--- src/rtl/cc_cnt_pkg.sv ---
`default_nettype none
// ============================================================================
// Module   : cc_cnt_pkg
// Brief    : Shared types and Gray/popcount helpers for the cross-clock counter.
// Revision : 1.0
// ============================================================================
package cc_cnt_pkg;

    localparam int unsigned CC_MAX_W = 32;
    localparam int unsigned CC_CNT_W = 6;

    typedef enum logic [0:0] {
        S_FILL  = 1'b0,
        S_TRACK = 1'b1
    } state_t;

    // Helpers run at CC_MAX_W; zero-extending the operand leaves the low bits
    // of the Gray/binary conversions exact for any narrower width.
    function automatic logic [CC_MAX_W-1:0] gray2bin(input logic [CC_MAX_W-1:0] g);
        logic [CC_MAX_W-1:0] b;
        b[CC_MAX_W-1] = g[CC_MAX_W-1];
        for (int i = CC_MAX_W - 2; i >= 0; i--) begin
            b[i] = b[i+1] ^ g[i];
        end
        return b;
    endfunction

    function automatic logic [CC_MAX_W-1:0] bin2gray(input logic [CC_MAX_W-1:0] b);
        return b ^ (b >> 1);
    endfunction

    function automatic logic [CC_CNT_W-1:0] popcount(input logic [CC_MAX_W-1:0] v);
        logic [CC_CNT_W-1:0] n;
        n = '0;
        for (int i = 0; i < CC_MAX_W; i++) begin
            n = n + CC_CNT_W'(v[i]);
        end
        return n;
    endfunction

endpackage
`default_nettype wire

--- src/rtl/cdc_sync_ff.sv ---
`default_nettype none
// ============================================================================
// Module   : cdc_sync_ff
// Brief    : Multi-flop synchronizer chain with synchronous reset to zero.
// Revision : 1.0
// ============================================================================
module cdc_sync_ff #(
    parameter int unsigned W      = 8,
    parameter int unsigned STAGES = 2
) (
    input  logic         clk,
    input  logic         rst,
    input  logic [W-1:0] i_data,
    output logic [W-1:0] o_sync
);

    logic [W-1:0] sync_q [STAGES];
    logic [W-1:0] sync_d [STAGES];

    always_comb begin
        sync_d[0] = i_data;
        for (int i = 1; i < int'(STAGES); i++) begin
            sync_d[i] = sync_q[i-1];
        end
    end

    always_ff @(posedge clk) begin
        if (rst) begin
            for (int i = 0; i < int'(STAGES); i++) begin
                sync_q[i] <= '0;
            end
        end else begin
            for (int i = 0; i < int'(STAGES); i++) begin
                sync_q[i] <= sync_d[i];
            end
        end
    end

    assign o_sync = sync_q[STAGES-1];

endmodule
`default_nettype wire

--- src/rtl/cc_cnt_gray_rx.sv ---
`default_nettype none
// ============================================================================
// Module   : cc_cnt_gray_rx
// Brief    : Receives a foreign-domain Gray count and turns advances into events.
// Revision : 1.0
// ============================================================================
module cc_cnt_gray_rx
    import cc_cnt_pkg::*;
#(
    parameter int unsigned W           = 8,
    parameter int unsigned SYNC_STAGES = 2,
    parameter int unsigned PEND_W      = 10
) (
    input  logic              clk,
    input  logic              rst,
    input  logic [W-1:0]      gray_in,
    output logic [W-1:0]      cnt_out,
    output logic [W-1:0]      delta_out,
    output logic              step_err,
    output logic              evt_valid,
    input  logic              evt_ready,
    output logic [PEND_W-1:0] pend_cnt,
    output logic              pend_ovf
);

    localparam int unsigned       c_fill_w    = $clog2(SYNC_STAGES + 1);
    localparam int unsigned       c_sum_w     = PEND_W + W + 1;
    localparam logic [PEND_W-1:0] c_pend_max  = '1;
    localparam logic [c_fill_w-1:0] c_fill_last = c_fill_w'(SYNC_STAGES);

    logic [W-1:0]        w_sync_g;
    logic [W-1:0]        w_bin;
    logic [W-1:0]        w_delta;
    logic [W-1:0]        w_add;
    logic                w_multi;
    logic                w_pop;
    logic [c_sum_w-1:0]  w_pend_sum;

    state_t              state_q, state_d;
    logic [c_fill_w-1:0] fill_q, fill_d;
    logic [W-1:0]        prev_g_q, prev_g_d;
    logic [W-1:0]        prev_bin_q, prev_bin_d;
    logic [W-1:0]        cnt_q, cnt_d;
    logic [W-1:0]        delta_q, delta_d;
    logic                step_err_q, step_err_d;
    logic                evt_valid_q, evt_valid_d;
    logic                pend_ovf_q, pend_ovf_d;
    logic [PEND_W-1:0]   pend_q, pend_d;

    cdc_sync_ff #(
        .W      (W),
        .STAGES (SYNC_STAGES)
    ) u_sync (
        .clk    (clk),
        .rst    (rst),
        .i_data (gray_in),
        .o_sync (w_sync_g)
    );

    always_comb begin
        w_bin      = W'(gray2bin(CC_MAX_W'(w_sync_g)));
        w_delta    = w_bin - prev_bin_q;
        w_multi    = popcount(CC_MAX_W'(w_sync_g ^ prev_g_q)) > CC_CNT_W'(1);
        w_pop      = evt_valid_q & evt_ready;
        w_add      = '0;

        state_d    = state_q;
        fill_d     = fill_q;
        delta_d    = delta_q;
        step_err_d = step_err_q;
        pend_ovf_d = pend_ovf_q;
        prev_g_d   = w_sync_g;
        prev_bin_d = w_bin;
        cnt_d      = w_bin;

        case (state_q)
            S_FILL: begin
                // Sample taken on the final fill cycle is the tracking baseline.
                if (fill_q == c_fill_last) begin
                    state_d = S_TRACK;
                end else begin
                    fill_d = fill_q + c_fill_w'(1);
                end
            end
            S_TRACK: begin
                if (w_delta != '0) begin
                    w_add   = w_delta;
                    delta_d = w_delta;
                    if (w_multi) begin
                        step_err_d = 1'b1;
                    end
                end
            end
            default: state_d = S_FILL;
        endcase

        // Pop only happens with a nonzero count, so the sum never goes negative.
        w_pend_sum = c_sum_w'(pend_q) + c_sum_w'(w_add) - c_sum_w'(w_pop);
        if (w_pend_sum > c_sum_w'(c_pend_max)) begin
            pend_d     = c_pend_max;
            pend_ovf_d = 1'b1;
        end else begin
            pend_d     = PEND_W'(w_pend_sum);
        end
        evt_valid_d = (pend_d != '0);
    end

    always_ff @(posedge clk) begin
        if (rst) begin
            state_q     <= S_FILL;
            fill_q      <= '0;
            prev_g_q    <= '0;
            prev_bin_q  <= '0;
            cnt_q       <= '0;
            delta_q     <= '0;
            step_err_q  <= 1'b0;
            evt_valid_q <= 1'b0;
            pend_ovf_q  <= 1'b0;
            pend_q      <= '0;
        end else begin
            state_q     <= state_d;
            fill_q      <= fill_d;
            prev_g_q    <= prev_g_d;
            prev_bin_q  <= prev_bin_d;
            cnt_q       <= cnt_d;
            delta_q     <= delta_d;
            step_err_q  <= step_err_d;
            evt_valid_q <= evt_valid_d;
            pend_ovf_q  <= pend_ovf_d;
            pend_q      <= pend_d;
        end
    end

    assign cnt_out   = cnt_q;
    assign delta_out = delta_q;
    assign step_err  = step_err_q;
    assign evt_valid = evt_valid_q;
    assign pend_cnt  = pend_q;
    assign pend_ovf  = pend_ovf_q;

endmodule
`default_nettype wire

--- config.mk ---
export PLATFORM = sky130hd
export DESIGN_NAME = cc_cnt_gray_rx
export DESIGN_NICKNAME = d
export VERILOG_FILES = /design/src/rtl/cc_cnt_pkg.sv /design/src/rtl/cdc_sync_ff.sv /design/src/rtl/cc_cnt_gray_rx.sv
export SDC_FILE = /design/constraint.sdc
export NUM_CORES = 1
export LEC_CHECK = 0
export ABC_AREA = 1
export BUFFER_PORTS_ARGS = -buffer_cell sky130_fd_sc_hd__buf_2
export CAP_MARGIN = 20
export CORE_MARGIN = 2
export CORE_UTILIZATION = 40
export CTS_CLUSTER_SIZE = 12
export DETAILED_ROUTE_END_ITERATION = 12
export PLACE_DENSITY = 0.54
export SKIP_CTS_REPAIR_TIMING = 1
export SLEW_MARGIN = 20
export SYNTH_ARGS = -nofsm -noshare
export SYNTH_HDL_FRONTEND = slang
export SYNTH_HIERARCHICAL = 1
export SYNTH_SLANG_ARGS = --single-unit
--- constraint.sdc ---
create_clock -name clk -period 4.7 [get_ports clk]
set_input_delay 0.235 -clock clk [delete_from_list [all_inputs] [get_ports clk]]
set_output_delay 0.235 -clock clk [all_outputs]
set_load 0.02 [all_outputs]
==> results of run 1 <==
-- power by group --
| part | total, mW | internal (mW) | switching [mW] |
|---|---|---|---|
| Clock | 0.289 | 0.113 | 0.176 |
| Combinational | 1.63 | 0.581 | 1.05 |
| Sequential | 0.610 | 0.555 | 0.0553 |
-- worst register-to-register path, delay by kind of cell, from the launching register on --
family                     cells  cell delay (ps)
adders and majority gates      4             1220
DFF                            1              380
xor gates and xnor gates       1              180
and+or+nand+nor               24             2150
buffers and inverters          5              280
-- state kept, by name, summed over array words and instances (netlist names) --
signal and cells:
cnt_out 7, pend_ovf 1, pend_cnt 10, prev_g_q 8, delta_out 8, step_err 1
fill_q 2, u_sync/sync_q 16, state_q 1, evt_valid 1
-- area by class of cell --
class                      instances  area (um2)  share of cell area (%)
clock buffer                       5       68.82                   1.831
clock inverter                     3       28.78                  0.7656
inverter                          95       356.6                   9.487
multi-input combinational        289        1849                   49.20
sequential                        55        1109                   29.49
tap                              105       131.4                   3.495
timing repair buffer              40       215.2                   5.726
-- metrics by stage --
stage,cells,power (mW)
final,592,2.527
after global routing,592,2.819
after CTS,590,2.494
after detailed placement,582,2.192
after global placement,582,2.183
after floorplan,446,1.859
-- cells by family after synthesis --
kind of cell | after synthesis
compound gates | 36
buf+inv | 103
xor+xnor | 11
flops | 55
fa+ha+maj | 36
simple gates | 205
-- worst max-delay path by stage --
stage | from | to | slack, ps | cells past startpoint
final | u_sync/sync_q[0][15]$_SDFF_PP0_ | evt_valid$_SDFF_PP0_ | 400 | 34
after global routing | u_sync/sync_q[0][14]$_SDFF_PP0_ | evt_valid$_SDFF_PP0_ | -10 | 34
after floorplan | u_sync/sync_q[0][14]$_SDFF_PP0_ | evt_valid$_SDFF_PP0_ | 740 | 33
after detailed placement | u_sync/sync_q[0][15]$_SDFF_PP0_ | evt_valid$_SDFF_PP0_ | 340 | 33
after global placement | u_sync/sync_q[0][15]$_SDFF_PP0_ | pend_cnt[5]$_SDFF_PP0_ | 470 | 31
after CTS | u_sync/sync_q[0][15]$_SDFF_PP0_ | evt_valid$_SDFF_PP0_ | 290 | 33
-- metal layers --
layer	share of wire, %	GRT usage (%)	routed length, um	vias to the layer above
met5	0	0	0	-
met4	0.84	3.261	56	0
li1	-	-	-	1458
met2	44	24.71	2973	36
met1	52	21.73	3472	1171
met3	2.8	2.925	187	5
-- layout by cell type, fill, tap and decap left out --
| master | Yosys | final |
|---|---|---|
| a21o_1 | 1 | 1 |
| ha_1 | 30 | 30 |
| nand3_1 | 26 | 26 |
| nor2_1 | 56 | 56 |
| a21oi_2 | 1 | 1 |
| o21a_1 | 2 | 2 |
| nand2_1 | 73 | 71 |
| a21oi_1 | 24 | 24 |
| buf_2 | 0 | 39 |
| o21ai_0 | 3 | 3 |
| nor3_1 | 2 | 2 |
| xnor2_1 | 2 | 2 |
| clkbuf_8 | 0 | 5 |
| nand2_2 | 10 | 12 |
| buf_12 | 0 | 1 |
| fa_1 | 6 | 6 |
| inv_8 | 0 | 1 |
| nor2_4 | 1 | 2 |
| xor2_2 | 0 | 1 |
| o21bai_1 | 3 | 3 |
| a211oi_1 | 1 | 1 |
| xor2_1 | 9 | 8 |
| nor2_2 | 7 | 6 |
| nand3_2 | 12 | 13 |
| inv_6 | 0 | 2 |
| dfxtp_4 | 0 | 2 |
| o21ai_1 | 1 | 1 |
| dfxtp_1 | 55 | 53 |
| inv_1 | 91 | 91 |
| nand2_4 | 3 | 3 |
| inv_2 | 4 | 4 |
| nand3b_1 | 4 | 4 |
| nand3_4 | 3 | 3 |
| nand4_1 | 8 | 8 |
==> flow_summary.ini, run 1 <==
[hold_path]
min_path_cells = 3
whs_endpoint = u_sync/sync_q[0][4]$_SDFF_PP0_
hp-start = gray_in[4]
hp-class = in2reg

[floorplan]
die-width_um = 95.27
die-area_um2 = 9076
ios = 40
initial_core_util_pct = 40.96
num_rows = 33
core_um2 = 8134
die_h_um = 95.27

[cells_and_area]
num-nets-final = 533
fin_util_pct = 46.21
final_cell_area_um2 = 3759
areaGrowthSynthToFinish_pct = 12.80
n_fill_cell = 829
drive_gt1_share_pct = 19.51
diodes = 0

[placement]
place_congestion = 0.8730
dp_hpwl_mm = 5.223
postPlaceCellArea_um2 = 3606
io_buffers = 39
preCtsSetupSlack_ps = 335.1

[yosys]
synth_area_leaders = dfxtp_1 33%, ha_1 11%, inv_1 10%, nand2_1 8.2%, nor2_1 6.3%
ys.flop_type = dfxtp_1
syn_area_um2 = 3332
yosysMostFrequentCell = inv_1
synth_top_cell_area_share_pct = 33.05
synthXorXnorAreaFrac_pct = 2.891
seq_area_frac_synth_pct = 33.05
synth_area_per_cell_um2 = 7.471
muxShareOfSynthArea_pct = 0
ys_warn_count = 6
synth_top_cell_by_area = dfxtp_1
syn-num-nets = 493
synthCells = 446
synth_top_family_by_area = simple AND/OR/NAND/NOR gates
synth_edf_count = 0
synth.distinct_cells = 31
synth-simple-area-share_pct = 30.87
yosys_register_bits = 55
synth_compound_area_share_pct = 6.046
yosys-top-cells-count = 91 x inv_1, 73 x nand2_1, 56 x nor2_1
synth_fa_ha_area_share_pct = 14.87
synth_async_sr_flop_share_pct = 0

[worst_setup_path]
worstReg2RegEnd = evt_valid$_SDFF_PP0_
reg2reg_depth = 34
cp_num_buf_inv = 5
critPathCaptureType = flip-flop
crit_family = simple AND/OR/NAND/NOR gates
crit_slowest_cell = fa_1
crit_required_ps = 4920
ff2ff_setup_slack_ps = 400
critPathKind = reg2reg
cp_max_fo = 5
worstPathArrival_ps = 4520
r2r-start = u_sync/sync_q[0][15]$_SDFF_PP0_
slowest_delay_ps = 400
startpoint_type = flip-flop

[clock_tree]
clk_latency_ps = 310
cts-root-buf = clkbuf_8
clkTransAtPathRegs_ps = 110
clock_path_buffers = 2
cts.sinks = 55
cts_tree = built
cts_buffers = 5
cts.htree.levels = 2

[global_route]
grt_pass1_wl_mm = 11.05
grt_max_degree = 55
grt_pass1_vias = 2408
globalRouteTotalUtil_pct = 15.47
gr-total-overflow = 0
grt_antenna_before_repair = 0

[timing]
fin_setup_tns_ps = 0
worstMarginPinSlew_ps = 454.7
setup-violations-final = 0
fin_ws_ps = 404.9
fin_worst_skew_ps = 8.324
hold_viol = 0
fmax_mhz = 232.8
holdWs_ps = 107.6
period_share_pct = 91.39
drv_slew = 0
slew_headroom_pct = 69.65
final.min_clock_period_ps = 4295

[routing]
routedWlPerCell_um = 11.30
drtIter0Drc = 108
vias = 2670
drcViolationCount = 0
drt_wl_total_mm = 6.690
drt_pass1_iterations = 4
ant_nets = 0
vias_per_cell = 4.510

[power]
irDropWorstVdd_uv = 265.6
p_per_area_nw_per_um2 = 672.3
leakagePower_nw = 2.018

[job]
maxCapViolCount = 0

[status]
status = finished clean
(Power assumes the default switching activity.)
==> inputs of run 2 (changes only) <==
Settings changed: SYNTH_HIERARCHICAL 1 to unset.
==> run 2 against run 1 <==
Utilization up 0.050 points; register-to-register slack better by 30 ps; critical path depth down 3; cell count up 2.4%; largest cell class unchanged.
==> flow_summary.ini, run 2 <==
[worst_setup_path]
worstPathArrival_ps = 4490
crit_top_cell = nand2_1
worstReg2RegEnd = evt_valid$_SDFF_PP0_
critPathKind = reg2reg
r2r-start = u_sync.sync_q[0][14]$_SDFF_PP0_
ff2ff_setup_slack_ps = 440
crit_slowest_cell = dfxtp_2
cp_max_fo = 6
reg2reg_depth = 31
slowest_delay_ps = 380
crit_required_ps = 4930
critPathCaptureType = flip-flop
startpoint_type = flip-flop

[cells_and_area]
max_flop_register = u_sync.sync_q
final_common_cell = inv_1
largest_reg_flops = 16
layout_common_cells = 90 x inv_1, 87 x nand2_1, 72 x nor2_1
multi_input_area_um2 = 1841
num-nets-final = 547
fin_util_pct = 46.26
regArea_um2 = 1105
drive_gt1_share_pct = 17.56
n_fill_cell = 871
final_cell_area_um2 = 3744
diodes = 0
areaGrowthSynthToFinish_pct = 14.07

[yosys]
seq_area_frac_synth_pct = 33.55
syn_area_um2 = 3282
yosys_register_bits = 55
ys_warn_count = 0
synth_top_cell_by_area = dfxtp_1
synth_top_cell_area_share_pct = 33.55
synth-simple-area-share_pct = 31.38
synth.distinct_cells = 28
synth_area_leaders = dfxtp_1 34%, ha_1 11%, inv_1 10%, nand2_1 10%, nor2_1 8.3%
synth_async_sr_flop_share_pct = 0
synth_fa_ha_area_share_pct = 15.10
synth_edf_count = 0
ys.flop_type = dfxtp_1
yosys-top-cells-count = 90 x inv_1, 88 x nand2_1, 73 x nor2_1
synthXorXnorAreaFrac_pct = 3.469
synth_top_family_by_area = simple AND/OR/NAND/NOR gates
yosysMostFrequentCell = inv_1
synth_compound_area_share_pct = 4.041
muxShareOfSynthArea_pct = 0
synthCells = 461
syn-num-nets = 508
synth_area_per_cell_um2 = 7.119

[timing]
hold_viol = 0
fin_worst_skew_ps = 4.086
fin_ws_ps = 438.6
fmax_mhz = 234.7
fin_setup_tns_ps = 0
setup-violations-final = 0
final.min_clock_period_ps = 4261
rsz0062_at_grt = no
slew_headroom_pct = 37.97
period_share_pct = 90.67
worstMarginPinSlew_ps = 930.5
drv_slew = 0

[clock_tree]
clk_latency_ps = 320
clkTransAtPathRegs_ps = 110
cts-root-buf = clkbuf_8
clock_path_buffers = 2
cts_buffers = 5
cts.sinks = 55
cts_tree = built
cts.htree.levels = 2

[global_route]
grt_pass1_wl_mm = 11.51
grt_pass1_vias = 2553
grt_max_degree = 51
globalRouteTotalUtil_pct = 16.26
grt_antenna_before_repair = 0
gr-total-overflow = 0

[routing]
drt_wl_total_mm = 6.945
vias = 2780
drtIter0Drc = 142
drt_pass1_iterations = 4
vias_per_cell = 4.587
drcViolationCount = 0
routedWlPerCell_um = 11.46
ant_nets = 0

[power]
p_int_mw = 1.278
leakagePower_nw = 2.040
irDropWorstVdd_uv = 242.3
p_sw_mw = 1.323
seqPwrFrac_pct = 24.0
pwr-share-clk_pct = 11.4
p_per_area_nw_per_um2 = 694.8
combPwrFrac_pct = 64.6
switching_share_pct = 50.86
power.total_mw = 2.601

[job]
maxCapViolCount = 0

[hold_path]
hp-class = in2reg
whs_endpoint = u_sync.sync_q[0][3]$_SDFF_PP0_
hp-start = gray_in[3]
min_path_cells = 3

[placement]
io_buffers = 39
preCtsSetupSlack_ps = 107.0
postPlaceCellArea_um2 = 3563
dp_hpwl_mm = 5.380
place_congestion = 0.8275

[status]
status = finished clean

[floorplan]
ios = 40
die-area_um2 = 8945
core_um2 = 8093
initial_core_util_pct = 40.55
die_h_um = 94.58
num_rows = 33
die-width_um = 94.58
-- run 2: changes by cell type after synthesis, moves of 2 or more --
cell,delta
a21oi_1,-4
clkinv_1,+2
nand2_1,+15
nand3_1,+2
nand3_2,-4
nand3_4,-3
nor2_1,+17
nor2_2,-6
o21bai_1,-2
xor2_1,+2
-- run 2: worst max-delay path: cells and delay by family, from the launching register on --
family | cells | cell delay (ps)
buffers and inverters | 3 | 130
adder cells (fa/ha/maj) | 4 | 1240
flip-flops | 1 | 380
XOR/XNOR | 1 | 290
AND/OR/NAND/NOR | 23 | 2110
-- run 2: layout make-up --
class                           instances  share of cell area (%)
Timing Repair Buffer                   40                   5.414
Inverter                               97                   9.726
Clock inverter                          3                  0.8356
Clock buffer                            5                   1.838
Multi-Input combinational cell        301                   49.16
Sequential cell                        55                   29.51
Tap cell                              105                   3.509
-- run 2: per-layer routing --
layer | global-route usage [%] | vias to the layer above | wire [um]
li1 | - | 1483 | -
met1 | 22.06 | 1254 | 3521
met2 | 26.96 | 39 | 3166
met3 | 2.793 | 4 | 197
met4 | 3.986 | 0 | 59
met5 | 0 | - | 0
-- run 2: how the worst max path moves through the flow --
stage | startpoint | end | slack, ps | cells past startpoint
floorplan | u_sync.sync_q[0][14]$_SDFF_PP0_ | evt_valid$_SDFF_PP0_ | 710 | 34
global placement | u_sync.sync_q[0][15]$_SDFF_PP0_ | evt_valid$_SDFF_PP0_ | 340 | 33
detailed placement | u_sync.sync_q[0][15]$_SDFF_PP0_ | evt_valid$_SDFF_PP0_ | 110 | 33
CTS | u_sync.sync_q[0][15]$_SDFF_PP0_ | evt_valid$_SDFF_PP0_ | 90 | 33
global route | u_sync.sync_q[0][15]$_SDFF_PP0_ | evt_valid$_SDFF_PP0_ | 10 | 32
finish | u_sync.sync_q[0][14]$_SDFF_PP0_ | evt_valid$_SDFF_PP0_ | 440 | 31
-- run 2: cell families after synthesis --
logic type	after synthesis
AO/OA/AOI/OAI	25
buffers and inverters	106
AND/OR/NAND/NOR	226
XOR/XNOR	13
adder cells (fa/ha/maj)	36
flip-flops	55
-- run 2: power by group through the flow --
stage                     registers (mW)  clock network [mW]  logic (mW)
final                              0.623               0.298        1.68
after global routing               0.637               0.330        1.93
after CTS                          0.624               0.313        1.57
after detailed placement           0.635                   0        1.56
after global placement             0.632                   0        1.56
after floorplan                    0.710                   0        1.16
-- run 2: through the flow --
step	hold slack, ps	std cells
floorplan	342.0	461
global placement	391.7	596
detailed placement	393.1	596
CTS	93.11	604
global route	101.0	606
finish	106.4	606
==> inputs of run 3 (changes only) <==
Settings changed: CORE_UTILIZATION 40 to 41, PLACE_DENSITY 0.54 to 0.56.
==> run 3 against run 2 <==
Maximum frequency increased by 0.98%; die area fell by 2.3%; wire length is 1.2% lower; critical path type unchanged; via count down 1.1%; hold slack barely moved; combinational power about the same; flip-flop and latch count unchanged; clock-buffer cell count did not move.
==> flow_summary.ini, run 3 (synthesis results as in run 2) <==
[status]
status = finished clean

[cells_and_area]
areaGrowthSynthToFinish_pct = 14.37
regArea_um2 = 1107
multi_input_area_um2 = 1854
final_cell_area_um2 = 3754
largest_reg_flops = 16
num-nets-final = 547
max_flop_register = u_sync.sync_q
diodes = 0
final_common_cell = inv_1
n_fill_cell = 830
drive_gt1_share_pct = 17.96
layout_common_cells = 90 x inv_1, 85 x nand2_1, 72 x nor2_1

[power]
p_per_area_nw_per_um2 = 690.6
irDropWorstVdd_uv = 247.4
leakagePower_nw = 2.045

[floorplan]
die-width_um = 93.47
ios = 40
die-area_um2 = 8737
die_h_um = 93.47
initial_core_util_pct = 42.47
core_um2 = 7727
num_rows = 32

[worst_setup_path]
crit_top_cell = nand2_1
startpoint_type = flip-flop
critPathCaptureType = flip-flop
r2r-start = u_sync.sync_q[0][15]$_SDFF_PP0_
crit_start = u_sync.sync_q[0][15]$_SDFF_PP0_
crit_slowest_cell = dfxtp_2
critPathKind = reg2reg
crit_required_ps = 4930
cp_max_fo = 8
reg2reg_depth = 33
worstPathArrival_ps = 4450
slowest_delay_ps = 370
worstReg2RegEnd = evt_valid$_SDFF_PP0_
ff2ff_setup_slack_ps = 480

[global_route]
gr-total-overflow = 0
grt_pass1_vias = 2679
grt_antenna_before_repair = 0
grt_max_degree = 51
grt_pass1_wl_mm = 12.17
globalRouteTotalUtil_pct = 17.47

[hold_path]
whs_endpoint = u_sync.sync_q[0][5]$_SDFF_PP0_
min_path_cells = 3
hp-start = gray_in[5]
hp-class = in2reg

[clock_tree]
cts-root-buf = clkbuf_8
clkTransAtPathRegs_ps = 110
clk_latency_ps = 320
clock_path_buffers = 2
cts_tree = built
cts.htree.levels = 2
cts.sinks = 55
cts_buffers = 5

[routing]
drt_wl_total_mm = 6.865
drcViolationCount = 0
routedWlPerCell_um = 11.38
vias = 2750
ant_nets = 0
vias_per_cell = 4.561
drt_pass1_iterations = 5
drtIter0Drc = 105

[timing]
period_share_pct = 89.79
rsz0062_at_grt = no
holdWs_ps = 106.0
setup-violations-final = 0
fmax_mhz = 237.0
worstMarginPinSlew_ps = 934.9
fin_worst_skew_ps = 5.491
fin_setup_tns_ps = 0
slew_headroom_pct = 37.67
final.min_clock_period_ps = 4220
drv_slew = 0
hold_viol = 0

[placement]
io_buffers = 39
dp_hpwl_mm = 5.391
postPlaceCellArea_um2 = 3560
place_congestion = 0.8057

[job]
maxCapViolCount = 0
run 3: metrics by stage:
step	worst slack [ps]	total power, mW	cells	util, %
4_1_cts	151.2	2.498	601	47.33
3_5_place_dp	178.2	2.190	593	46.07
6_report	479.9	2.592	603	48.58
3_3_place_gp	349.9	2.182	593	46.07
2_1_floorplan	714.1	1.872	461	-
5_1_grt	10.01	2.915	603	48.58
run 3: cell type report:
class / instances / share of cell area, %
Sequential cell: 55 / 29.50
Clock buffer: 5 / 1.833
Clock inverter: 3 / 0.7667
Tap cell: 102 / 3.400
Inverter: 97 / 9.700
Timing Repair Buffer: 40 / 5.400
Multi-Input combinational cell: 301 / 49.40
run 3: worst max path at each step:
stage                           end  slack [ps]  cells after the start
2_1_floorplan  evt_valid$_SDFF_PP0_         710                     34
4_1_cts        evt_valid$_SDFF_PP0_         150                     33
5_1_grt        evt_valid$_SDFF_PP0_          10                     33
6_report       evt_valid$_SDFF_PP0_         480                     33
3_3_place_gp   evt_valid$_SDFF_PP0_         350                     33
3_5_place_dp   evt_valid$_SDFF_PP0_         180                     33
run 3: power breakdown:
| group | leakage [nW] | switching (mW) | internal [mW] |
|---|---|---|---|
| combinational | 1.54 | 1.07 | 0.602 |
| sequential | 0.456 | 0.0605 | 0.562 |
| clock | 0.0511 | 0.181 | 0.113 |
| total | 2.05 | 1.32 | 1.28 |
run 3: worst max-delay path, delay by kind of cell (launching register included):
kind	cells	cell delay (ps)
simple gates	25	2410
fa+ha+maj	3	920
flops	1	370
buf+inv	4	230
compound gates	1	200
run 3: layer usage:
| layer | global-route usage [%] | routed length (um) | part of all wire [%] |
|---|---|---|---|
| met3 | 3.062 | 256 | 3.7 |
| met2 | 29.38 | 3117 | 45 |
| met1 | 23.64 | 3440 | 50 |
| met5 | 0 | 0 | 0 |
| met4 | 3.309 | 51 | 0.74 |
